==> src/rtl/fetch_queue_pkg.sv <==
`default_nettype none
// ============================================================================
// Module   : fetch_queue_pkg
// Brief    : Shared constants and entry layout for the instruction fetch queue.
// Revision : 1.0
// ============================================================================
package fetch_queue_pkg;

  localparam int          FQ_DEPTH    = 8;
  localparam logic [31:0] FQ_RESET_PC = 32'h0000_0000;

  // 64-bit entry: instr occupies [63:32], pc occupies [31:0].
  typedef struct packed {
    logic [31:0] instr;
    logic [31:0] pc;
  } fq_entry_t;

  function automatic fq_entry_t fq_pack(input logic [31:0] instr, input logic [31:0] pc);
    fq_entry_t e;
    e.instr = instr;
    e.pc    = pc;
    return e;
  endfunction

endpackage
`default_nettype wire

==> src/rtl/fq_ram.sv <==
`default_nettype none
// ============================================================================
// Module   : fq_ram
// Brief    : DEPTH x 64 register storage, two write ports, two async reads.
// Revision : 1.0
// ============================================================================
module fq_ram
  import fetch_queue_pkg::*;
#(
  parameter int DEPTH = FQ_DEPTH,
  parameter int AW    = $clog2(DEPTH)
) (
  input  logic            clk,
  input  logic            we0,
  input  logic [AW-1:0]   waddr0,
  input  fq_entry_t       wdata0,
  input  logic            we1,
  input  logic [AW-1:0]   waddr1,
  input  fq_entry_t       wdata1,
  input  logic [AW-1:0]   raddr0,
  output fq_entry_t       rdata0,
  input  logic [AW-1:0]   raddr1,
  output fq_entry_t       rdata1
);

  fq_entry_t r_mem [DEPTH];

  // Contents need no reset: occupancy gating keeps stale entries invisible.
  always_ff @(posedge clk) begin
    for (int i = 0; i < DEPTH; i++) begin
      if (we1 && (waddr1 == AW'(i))) begin
        r_mem[i] <= wdata1;
      end else if (we0 && (waddr0 == AW'(i))) begin
        r_mem[i] <= wdata0;
      end
    end
  end

  assign rdata0 = r_mem[raddr0];
  assign rdata1 = r_mem[raddr1];

endmodule
`default_nettype wire

==> src/rtl/fetch_queue.sv <==
`default_nettype none
// ============================================================================
// Module   : fetch_queue
// Brief    : Two-wide instruction fetch queue with redirect flush.
// Revision : 1.0
// ============================================================================
module fetch_queue
  import fetch_queue_pkg::*;
#(
  parameter int          DEPTH    = FQ_DEPTH,
  parameter logic [31:0] RESET_PC = FQ_RESET_PC
) (
  input  logic                     clk,
  input  logic                     rst_n,
  output logic [31:0]              imem_addr,
  input  logic [31:0]              imem_rd,
  input  logic [31:0]              imem_rd2,
  input  logic                     redirect,
  input  logic [31:0]              redirect_pc,
  input  logic [1:0]               deq_cnt,
  output logic [1:0]               out_valid,
  output logic [31:0]              out_instr0,
  output logic [31:0]              out_pc0,
  output logic [31:0]              out_instr1,
  output logic [31:0]              out_pc1,
  output logic [$clog2(DEPTH):0]   count
);

  localparam int c_aw = $clog2(DEPTH);
  localparam int c_cw = c_aw + 1;

  logic [31:0]     r_pc;
  logic [c_aw-1:0] r_head;
  logic [c_aw-1:0] r_tail;
  logic [c_cw-1:0] r_count;

  logic [c_cw-1:0] w_free;
  logic [1:0]      w_deq;
  logic [1:0]      w_push;
  logic [1:0]      w_pop;
  logic [31:0]     w_pc4;
  logic            w_we0;
  logic            w_we1;
  fq_entry_t       w_rdata0;
  fq_entry_t       w_rdata1;
  logic            w_unused;

  assign w_unused = ^redirect_pc[1:0];

  always_comb begin
    w_free = c_cw'(DEPTH) - r_count;
    w_deq  = deq_cnt[1] ? 2'd2 : deq_cnt;
    if (w_free >= c_cw'(2)) begin
      w_push = 2'd2;
    end else if (w_free == c_cw'(1)) begin
      w_push = 2'd1;
    end else begin
      w_push = 2'd0;
    end
    // Pops are limited by what is actually stored; extra requests vanish.
    if (r_count < c_cw'(w_deq)) begin
      w_pop = r_count[1:0];
    end else begin
      w_pop = w_deq;
    end
  end

  assign w_pc4 = r_pc + 32'd4;
  assign w_we0 = rst_n && !redirect && (w_push != 2'd0);
  assign w_we1 = rst_n && !redirect && (w_push == 2'd2);

  fq_ram #(
    .DEPTH (DEPTH),
    .AW    (c_aw)
  ) u_ram (
    .clk    (clk),
    .we0    (w_we0),
    .waddr0 (r_tail),
    .wdata0 (fq_pack(imem_rd, r_pc)),
    .we1    (w_we1),
    .waddr1 (r_tail + c_aw'(1)),
    .wdata1 (fq_pack(imem_rd2, w_pc4)),
    .raddr0 (r_head),
    .rdata0 (w_rdata0),
    .raddr1 (r_head + c_aw'(1)),
    .rdata1 (w_rdata1)
  );

  always_ff @(posedge clk) begin
    if (!rst_n) begin
      r_pc    <= {RESET_PC[31:2], 2'b00};
      r_head  <= '0;
      r_tail  <= '0;
      r_count <= '0;
    end else if (redirect) begin
      r_pc    <= {redirect_pc[31:2], 2'b00};
      r_head  <= '0;
      r_tail  <= '0;
      r_count <= '0;
    end else begin
      r_pc    <= r_pc + {28'd0, w_push, 2'b00};
      r_head  <= r_head + c_aw'(w_pop);
      r_tail  <= r_tail + c_aw'(w_push);
      r_count <= r_count + c_cw'(w_push) - c_cw'(w_pop);
    end
  end

  assign imem_addr    = r_pc;
  assign count        = r_count;
  assign out_valid[0] = (r_count != '0);
  assign out_valid[1] = (r_count >= c_cw'(2));
  assign out_instr0   = out_valid[0] ? w_rdata0.instr : 32'h0;
  assign out_pc0      = out_valid[0] ? w_rdata0.pc    : 32'h0;
  assign out_instr1   = out_valid[1] ? w_rdata1.instr : 32'h0;
  assign out_pc1      = out_valid[1] ? w_rdata1.pc    : 32'h0;

endmodule
`default_nettype wire

==> config.mk <==
export PLATFORM = sky130hd
export DESIGN_NAME = fetch_queue
export DESIGN_NICKNAME = d
export VERILOG_FILES = /design/src/rtl/fetch_queue_pkg.sv /design/src/rtl/fq_ram.sv /design/src/rtl/fetch_queue.sv
export SDC_FILE = /design/constraint.sdc
export NUM_CORES = 1
export LEC_CHECK = 0
export ABC_CLOCK_PERIOD_IN_PS = 17640
export CAP_MARGIN = 20
export CELL_PAD_IN_SITES_DETAIL_PLACEMENT = 2
export CELL_PAD_IN_SITES_GLOBAL_PLACEMENT = 2
export CORE_MARGIN = 2
export CORE_UTILIZATION = 44
export DETAILED_ROUTE_END_ITERATION = 8
export GPL_TIMING_DRIVEN = 1
export PLACE_DENSITY_LB_ADDON = 0.08
export SYNTH_ARGS = -nofsm -noshare
export SYNTH_HDL_FRONTEND = slang
export SYNTH_SLANG_ARGS = --single-unit
==> constraint.sdc <==
create_clock -name clk -period 17.64 [get_ports clk]
set_clock_uncertainty 0.05 [all_clocks]
set_input_delay 3.528 -clock clk [delete_from_list [all_inputs] [get_ports clk]]
set_output_delay 3.528 -clock clk [all_outputs]
set_load 0.05 [all_outputs]
After elaboration in Yosys (flattened, before gate mapping)
Memory sizes are Yosys's and may differ from the RTL's. A register that Yosys moved wholly into a read port is not among the register bits.
Cells that the tools add are included.
{ "word_totals": {"memories": 1, "ram_bits": 512, "in_bits": 101, "register_bits": 42} }
{ "op_classes": {"reduce_logical": 31, "order_cmp": 3, "addsub": 9, "eq_ne": 16, "bitwise": 9, "mux": 76} }
{ "mem_list": {"columns": ["memory", "words", "width", "read_ports", "rd_ports_with_merged_regs", "wr", "line_no", "source"], "rows": [
  ["u_ram.r_mem", 8, 64, 2, 1, 2, "fq_ram.sv:26", "fq_entry_t r_mem [DEPTH];"]
]} }
{ "op_table": {"columns": ["cell", "count"], "rows": [
  ["64-bit two-way mux", 14],
  ["64-bit OR reduction", 6],
  ["32-bit two-way mux", 5],
  ["1-bit two-way mux", 47],
  ["32-bit by 3-bit adder with 32-bit output, second input constant", 1],
  ["32-bit by 4-bit adder with 32-bit output", 1],
  ["3-bit == test, second input constant", 8],
  ["3-bit two-way mux", 7],
  ["1-bit logical AND", 19],
  ["3-bit by 2-bit == test with 1-bit output, second input constant", 4],
  ["4-bit by 2-bit greater-or-equal comparator with 1-bit output, second input constant", 2],
  ["1-bit OR", 8],
  ["3-bit by 1-bit adder with 3-bit output, second input constant", 2],
  ["3-bit by 2-bit adder with 3-bit output", 2],
  ["3-bit by 1-bit == test with 1-bit output, second input constant", 2],
  ["3-bit logical NOT", 2],
  ["2-bit two-way mux", 3],
  ["4-bit by 2-bit adder with 4-bit output", 1],
  ["4-bit by 1-bit == test with 1-bit output, second input constant", 1],
  ["4-bit by 2-bit < comparator with 1-bit output", 1],
  ["4-bit nonzero test", 1],
  ["4-bit by 2-bit subtractor with 4-bit output", 1],
  ["4-bit subtractor, first input constant", 1],
  ["2-bit == test, second input constant", 1],
  ["other kinds (4)", 4]
]} }

Depth between registers and ports, before layout
Gate-level depths: netlist of the first run.
{ "depth": {"ltp_word": 15, "mapped_depth": 15, "depth_no_buf": 14} }

Hierarchy
A second synthesis of the first run with hierarchy kept.
{ "hier_totals": {"cells_unflattened": 2081, "area_unflattened_um2": 33193.1} }
{ "by_module_without_submodules": {"columns": ["module", "instances", "area_each_um2", "cells_each", "seq_area_each_um2"], "rows": [
  ["fq_ram", 1, 29350.6, 1568, 15374.7],
  ["fetch_queue", 1, 3842.4, 513, 800.8]
]} }

Worst setup path after synthesis of the first run
Ideal clock, no wire load.
{ "synth_timing": {"kind": "input-to-reg", "startpoint": "input port redirect", "endpoint": "memory u_ram.r_mem[6][10] (netlist name), enable pin", "setup_ns": 0.651, "path_stages": 3, "required_time_ns": 16.939, "arrival_ns": 10.109, "slack_ns": 6.830, "cell_sequence": "inv_1 > nand2_1 > o41ai_1"} }
{ "synth_lines": {"columns": ["element", "line_no", "source"], "rows": [
  ["start, declared", "fetch_queue.sv:18", "input logic redirect,"],
  ["end, declared", "fq_ram.sv:26", null]
]} }

Final worst setup path of the first run
{ "layout_timing": {"startpoint": "register r_head[0]", "endpoint": "output port out_instr1[19]"} }
{ "layout_via": {"elab_chain_cells": 3} }
{ "layout_lines": {"columns": ["element", "line_no", "source"], "rows": [
  ["start, declared", "fetch_queue.sv:33", "logic [c_aw-1:0] r_head;"],
  ["start signal, assigned", "fetch_queue.sv:102", "r_head <= r_head + c_aw'(w_pop);"],
  ["3-bit by 1-bit adder with 3-bit output", "fetch_queue.sv:85", ".raddr1 (r_head + c_aw'(1)),"],
  ["memory 8 x 64 bit", null, null],
  ["32-bit two-way mux", "fetch_queue.sv:114", "assign out_instr1 = out_valid[1] ? w_rdata1.instr : 32'h0;"],
  ["end, declared", "fetch_queue.sv:24", "output logic [31:0] out_instr1,"]
]} }
Every way passes these cells.

==> run summary, run 1 <==
The run finished with clean final reports. The setup violation total in the final timing report came out at 0. The number of fillers in the final layout came out at a little under 7000.

Once the floorplan was initialized, standard cells occupied between 40 and 50% of the core. Setup repair after global routing left no endpoint under its margin. The internal power summed over all cells is around 0.0031 W. The xor/xnor share of the synthesized area is 7.26%. The number of max-slew violations in the final report came to 0. The count of buffers inserted at the top-level ports is approximately 260. The floorplan step defined a die boundary enclosing 75100 um^2. The clock network power share came out at 23.3%. The ratio of routed vias to standard cells is roughly 6.3. The worst flop-to-flop path endpoint is imem_addr[30].

Ranked by total cell area, the synthesized netlist is headed by sky130_fd_sc_hd__edfxtp_1 46%, sky130_fd_sc_hd__mux4_2 17%, sky130_fd_sc_hd__mux2_2 7.0%, sky130_fd_sc_hd__nand2_1 4.7%, sky130_fd_sc_hd__xnor2_1 4.0%. The chip width is between 200 and 300 um. The area share of and/or/nand/nor cells after synthesis came out at about 8%. In this run the worst hold path is classified as reg -> reg. The final weighted congestion in routability-driven placement is between 0.7 and 0.8. The upper clock frequency limit is 121 MHz. The final critical path takes up a little under half of the cycle. The core region is 72600 um^2. The critical path is of the reg -> out type. The via count of the first global-routing pass is ~26000.

The area of the multi-input gates came out at between 15000 and 20000 um^2. The top cell types in the final layout, fill and taps aside, are 496 x sky130_fd_sc_hd__edfxtp_1, 394 x sky130_fd_sc_hd__nand2_1, 258 x sky130_fd_sc_hd__clkdlybuf4s50_1, 248 x sky130_fd_sc_hd__mux4_2, 198 x sky130_fd_sc_hd__mux2_2. The power density of the placed cells came out at ~140 nW/um^2. The path with the worst hold slack has its endpoint at r_tail[2]. The worst endpoint data arrival time is between 4 and 5 ns. The number of nets in the final layout came out at 2786.

The fraction of layout instances using a drive strength above 1 came out at approximately a quarter. The wire length of the first global-routing pass is about 170000 um. The count of distinct cell types in the synthesized netlist is between 50 and 60. STA classifies the critical path endpoint as an output pin. STA puts the critical path data required time at approximately 14 ns.

The number of buffers added by the clock tree synthesis step came out at 60. The total wire length after detailed routing came out at approximately 120000 um. The number of hold buffers added after CTS came out at 0. VDD sags by at most approximately 0.12 mV. The final cell utilization of the core came out at between 50 and 60%. Sequential cells were found to cover 48.9% of the synthesized design area. The number of design rule violations left after detail routing came out at 0. The largest total area in the synthesized netlist belongs to sky130_fd_sc_hd__edfxtp_1. The mean routed wirelength per cell came out at 32.0 um. The tool flagged a number of max-cap violations equal to 0.

The worst hold path passes through 2 cells. The initial antenna violation count came to 1. The worst register-to-register path begins at count[1]. The worst setup path is launched from a flip-flop.

The vertical die dimension came out at between 200 and 300 um. The count of antenna-violating nets left after detailed routing came out at 0. The clock input transition at the sequential cells of the worst setup and hold paths is 0.06 ns. The switching power came out at about 0.0023 W.

The maximum fanout encountered on the critical timing path came out at 56. The area occupied by registers came out at around 16000 um^2. Global routing used between 30% and 40% of the available tracks. The slew at the pin closest to its max-slew limit came out at ~1.2 ns. The beginning of the worst hold path is r_tail[2]. The final number of hold-violating endpoints is 0. The sum of negative setup slack came out at 0 ns. The number of cells on the worst reg-to-reg path is 14. Gates resized during post-CTS repair numbered 0. The adder and majority gate portion of the synthesized area came out at less than 1%. In this run, the number of DRC markers left after iteration 0 of detailed routing was around 2000.

In this run the static leakage power is approximately 13 nW. The overall power came out at approximately 0.0054 W. After clock tree synthesis, the setup repair step added 0 buffers.

The sum of net half-perimeters after detailed placement came out at around 68000 um. The most used flip-flop cell after synthesis is sky130_fd_sc_hd__edfxtp_1. The total number of placement rows came out at about 100. The H-tree depth reported by CTS came out at 2. The slack of the worst reg-to-reg path is 12.62 ns. The deepest clock path buffer count is 3. The clock period could shrink to a little over 8 ns. The remaining global-route overflow came out at 0. During synthesis, Yosys emitted a total of 0 warnings. The gate count after technology mapping is between 2000 and 3000. The relative slew slack is 20.3%. The CTS tree is built. The final route contains 23000 vias. The synthesis-stage register bit count is between 500 and 600. The detailed-router iteration count before antenna repair came out at 4. Yosys mapped a number of flops with a built-in enable equal to ~500.

After synthesis, the share of flip-flops with an asynchronous set or reset is 0%. The worst hold-check slack came out at between 0.6 and 0.7 ns. The relative contribution of sequential cells to total power came out at between 20% and 30%. The mean instance size in the synthesized netlist is about 13 um^2. The count of boundary I/O pins came out at 267. In this run switching power makes up a little over two fifths of total power. The synthesized netlist occupies a cell area of about 32000 um^2. The signed area change from the synthesized netlist to the final layout came out at 17.4%. The number of sinks driven by the clock tree is ~540. The dominant combinational cell family by area after synthesis is multiplexers. The combinational cell fraction of total power is 46.9%. The insertion delay of the later-clocked pin in the worst-skew pair is about 0.64 ns.

The share of synthesized area spent on multiplexers is between 20% and 30%. The share of synthesized area in the top cell type comes to between 40% and 50%. The tree is rooted in a sky130_fd_sc_hd__clkbuf_16. The maximum number of pins on one net before global-route repair came out at 133. The compound-gate portion of the synthesized area came out at between 5 and 6%. The library cell used most frequently in the layout, excluding fill and tap cells, is sky130_fd_sc_hd__edfxtp_1.
worst max-delay path: stages, from the launching register on:
cell and delay [ns]:
sky130_fd_sc_hd__dfxtp_4 0.77, sky130_fd_sc_hd__ha_4 0.64, sky130_fd_sc_hd__buf_4 0.86, sky130_fd_sc_hd__mux4_2 0.38
sky130_fd_sc_hd__nand2_1 0.07, sky130_fd_sc_hd__a21oi_1 0.40, sky130_fd_sc_hd__clkdlybuf4s50_1 0.88
cell families (layout without fill, tap and decap cells):
logic type               count (synthesis)  after routing
AND/OR/NAND/NOR                        614            614
flip-flops                             536            536
multiplexers                           510            510
AO/OA/AOI/OAI                          308            308
XOR/XNOR                               266            266
buffers and inverters                  251            448
adder cells (fa/ha/maj)                 22             22
other                                    1              7
cells in the mapped netlist, types with 7 or more instances:
library cell                 n
sky130_fd_sc_hd__nand3_1    14
sky130_fd_sc_hd__nor2_1    113
sky130_fd_sc_hd__buf_1      43
sky130_fd_sc_hd__xor2_1    120
sky130_fd_sc_hd__o21bai_1   16
sky130_fd_sc_hd__nor4_1      7
sky130_fd_sc_hd__or4_1       7
sky130_fd_sc_hd__and2_1     15
sky130_fd_sc_hd__nand4_1    10
sky130_fd_sc_hd__mux2i_1    64
sky130_fd_sc_hd__clkbuf_1  138
sky130_fd_sc_hd__xnor2_1   146
sky130_fd_sc_hd__mux4_2    248
sky130_fd_sc_hd__inv_1      20
sky130_fd_sc_hd__nand2_1   398
sky130_fd_sc_hd__buf_2      40
sky130_fd_sc_hd__a21boi_0    7
sky130_fd_sc_hd__a21oi_1   166
sky130_fd_sc_hd__ha_1       17
sky130_fd_sc_hd__or3_1       8
sky130_fd_sc_hd__buf_4       8
sky130_fd_sc_hd__dfxtp_1    40
sky130_fd_sc_hd__nor3_1      9
sky130_fd_sc_hd__mux2_2    198
sky130_fd_sc_hd__o21ai_0    94
sky130_fd_sc_hd__edfxtp_1  496
stage by stage:
stage / area, um^2 / instances / setup WS (ns)
6_report: 37700 / 3670 / 9.37
5_1_grt: 37700 / 3670 / 9.19
4_1_cts: 37600 / 3664 / 8.92
3_5_place_dp: 35700 / 3555 / 9.60
3_3_place_gp: 35600 / 3554 / 9.68
2_1_floorplan: 32100 / 2513 / 6.83
layer usage:
metal / wire, um / vias to the layer above / share of wire (%) / global-route usage (%)
met2: 59700 / 844 / 51 / 54.1
met5: 0 / - / 0 / 0
met4: 3910 / 0 / 3.3 / 11.8
li1: - / 9655 / - / -
met1: 47000 / 12300 / 40 / 39.5
met3: 6700 / 225 / 5.7 / 4.41
power groups by stage:
stage | Combinational [W] | Clock, W | Sequential [W]
floorplan | 0.00159 | 0 | 0.00162
global placement | 0.00245 | 0 | 0.00163
detailed placement | 0.00249 | 0 | 0.00164
CTS | 0.00251 | 0.00128 | 0.00162
global route | 0.00264 | 0.00132 | 0.00163
finish | 0.00254 | 0.00126 | 0.00161
state kept, by name (all words and copies together), names as in the netlist:
register,flops
u_ram.r_mem,496
imem_addr,30
count,4
r_head,3
r_tail,3
final cells by class:
class                      instances  area share (%)
inverter                          22           0.219
clock inverter                    31           0.711
antenna                            1         0.00665
timing repair buffer             317            8.25
multi-input combinational       1726            41.6
tap                              959            3.19
clock buffer                      78            4.36
sequential                       536            41.7
how the worst max path moves through the flow:
| stage | cells after the start | startpoint | endpoint | slack, ns |
|---|---|---|---|---|
| 3_5_place_dp | 6 | r_head[0] | out_instr1[3] | 9.60 |
| 3_3_place_gp | 6 | rst_n | u_ram.r_mem[2][39] | 9.68 |
| 6_report | 6 | r_head[0] | out_instr1[19] | 9.37 |
| 4_1_cts | 6 | r_head[0] | out_instr1[3] | 8.92 |
| 2_1_floorplan | 3 | redirect | u_ram.r_mem[6][10] | 6.83 |
| 5_1_grt | 7 | r_head[1] | out_pc0[15] | 9.19 |
(Power assumes the default switching activity.)
==> run 2, diff against run 1 <==
ABC_CLOCK_PERIOD_IN_PS = 7800   (was 17640)
CORE_UTILIZATION = 41   (was 44)
clock period = 7.8 ns   (was 17.64 ns; I/O delays follow)
==> run summary, run 2 (synthesis gave the netlist of run 1 again) <==
The endpoint identified for the worst register-to-register timing path is imem_addr[30]. The total met3 wirelength after detailed routing came out at 6840 um. In the routed layout, each cell is associated on average with a via count of roughly 6.2. The global-route total usage across every layer is about 29%. The total leakage power is roughly 13 nW. The startpoint type of the worst setup path is a flip-flop. Fill cells in the final layout number 7400.

The worst setup path endpoint is out_instr1[14]. The flip-flop count of the largest register, all copies and words added is slightly below 500. The via count of the first global-routing pass is roughly 26000. The area of the multi-input gates came out at approximately 16000 um^2. The cell area after placement came out at 35800 um^2.

The worst endpoint data arrival time came out at roughly 4.5 ns. The detail route stage leaves a number of antenna-violating nets equal to 0. The kind of critical path is reg -> out.

The effective utilization at floorplan came out at about two fifths. The number of nets in the final layout is 2792. After clock tree synthesis, the flow added hold-fix buffers numbering 0. The signed area change from the synthesized netlist to the final layout is 18.1%.

The number of max-slew violations in the final report came out at 0. The slack of the worst reg-to-reg path is 3.17 ns. Clock latency on the worst-skew pair, taken at its later pin, is roughly 0.61 ns. Leaving out fill and tap cells, the most frequent cells in the layout are 496 x sky130_fd_sc_hd__edfxtp_1, 394 x sky130_fd_sc_hd__nand2_1, 258 x sky130_fd_sc_hd__clkdlybuf4s50_1, 248 x sky130_fd_sc_hd__mux4_2, 198 x sky130_fd_sc_hd__mux2_2.

The floorplan step defined a core boundary enclosing 77500 um^2. Leaving out fill and tap cells, the most frequent cell in the layout is sky130_fd_sc_hd__edfxtp_1. The routed design could run at a clock period as short as slightly above 6 ns.

The chip width is approximately 280 um. The via count is 23200. The maximum number of pins on one net before global-route repair is approximately 150. Along the worst path, the maximum fanout reaches 53. The CTS tree is built.

The worst register-to-register path begins at count[1]. The tree is rooted in a sky130_fd_sc_hd__clkbuf_16. The mean routed wirelength per cell is 31.5 um. The fraction of layout instances using a drive strength above 1 is 23.8%. STA classifies the critical path endpoint as an output pin. In this run the top signal layer used is met5. In this run the worst hold path is classified as reg -> reg.

The count of placed standard cells in the final layout, fillers left out came out at 3759. The detailed-route wire length on metal 1 came out at just under 50000 um. The detailed-router iteration count before antenna repair came out at 5. The area occupied by registers is 15700 um^2. The power density of the placed cells came out at roughly 330 nW/um^2. The clock input transition at the sequential cells of the worst setup and hold paths came out at 0.06 ns. The number of sinks driven by the clock tree is between 500 and 600.

The total instance count after detailed placement is roughly 3600. The final worst-path cycle share came out at between 70% and 80%. The upper clock frequency limit came out at approximately 160 MHz.

The initial antenna violation count is 4. The first global-routing pass estimated 173000 um of wire. The number of buffers inserted to repair setup after CTS came out at 0. Summed over all layers, the global routing overflow is 0. The DRC marker count from the first detailed-route iteration came out at roughly 1800. The sum of net half-perimeters after detailed placement is about 70000 um.

The flow ran to the end, and the final reports show no timing, DRC or antenna violations. The launching element of the worst setup path is r_head[0]. Wire segments on met2 add up to a little under 60000 um in the final route. The final standard cell area without fillers came out at approximately 38000 um^2. The die is between 200 and 300 um tall. The final weighted congestion in routability-driven placement came out at around 0.75.

The total number of placement rows came out at around 100. After detailed routing, the number of remaining DRC violations is 0. In this run the number of H-tree levels came out at 3. Gates resized during post-CTS repair numbered 0.

The overall power is 0.0124 W. The setup violation total in the final timing report came out at 0. The die area is roughly 80000 um^2. The required time of the worst setup path came out at approximately 6.2 ns.

The deepest clock path buffer count came out at 3. The register with the highest flop count is u_ram.r_mem. The final number of hold-violating endpoints was 0.

The relative slew slack came out at 21.5%. The sum of negative setup slack is 0 ns. The depth of the worst register-to-register path came out at 14. The number of antenna diodes is 0. For the pin with the worst max-slew slack, the measured transition is about 1.2 ns. Max-cap violations in this run came to 0. Setup repair after global routing left no endpoint under its margin.

Across the VDD grid, the largest voltage drop is between 0.2 and 0.25 mV. The count of boundary I/O pins came out at ~270. The routed design has 118000 um of wire. The count of buffers inserted at the top-level ports came out at 258. The number of buffers added by the clock tree synthesis step came out at 67.
run 2: cell type report:
class                   count  share of cell area (%)
clock buffers              86                    4.94
clock inverters            33                   0.472
inverters                  22                   0.218
multi-input cells        1726                    41.2
flip-flops and latches    536                    41.5
well taps                1040                    3.43
repair buffers            316                    8.27
run 2: worst min-delay path by stage:
stage                       start                  to  slack (ns)  cells after the start
finish              imem_addr[27]  u_ram.r_mem[4][27]        0.66                      1
global route            r_tail[2]           r_tail[2]        0.71                      2
CTS                 imem_addr[27]  u_ram.r_mem[4][27]        0.68                      1
detailed placement      r_tail[2]           r_tail[2]        0.67                      2
global placement        r_tail[2]           r_tail[2]        0.62                      2
floorplan               r_tail[2]           r_tail[2]        0.51                      2
run 2: routing by layer:
layer / up-vias / GRT usage (%)
met3: 227 / 4.46
met4: 6 / 8.92
met1: 12500 / 37.3
met2: 876 / 50.5
met5: - / 0
li1: 9680 / -
run 2: stage by stage:
stage | setup WS (ns) | utilization [%] | hold slack [ns]
2_1_floorplan | 0.764 | - | 0.514
3_3_place_gp | 2.26 | 46.2 | 0.620
3_5_place_dp | 2.19 | 46.2 | 0.671
4_1_cts | 1.59 | 48.9 | 0.684
5_1_grt | 1.54 | 48.9 | 0.711
6_report | 1.74 | 48.9 | 0.660
run 2: critical path: stages, from the launching register on:
cell and delay, ns:
sky130_fd_sc_hd__dfxtp_4 0.88, sky130_fd_sc_hd__ha_4 0.90, sky130_fd_sc_hd__buf_12 0.45, sky130_fd_sc_hd__mux4_2 0.28, sky130_fd_sc_hd__nand2_1 0.06, sky130_fd_sc_hd__a21oi_1 0.38
sky130_fd_sc_hd__clkdlybuf4s50_1 0.88
run 2: where the power goes:
| group | switching, W | internal [W] |
|---|---|---|
| Clock | 0.00125 | 0.00172 |
| Combinational | 0.00380 | 0.00192 |
| Sequential | 0.000222 | 0.00344 |
| Total | 0.00527 | 0.00708 |
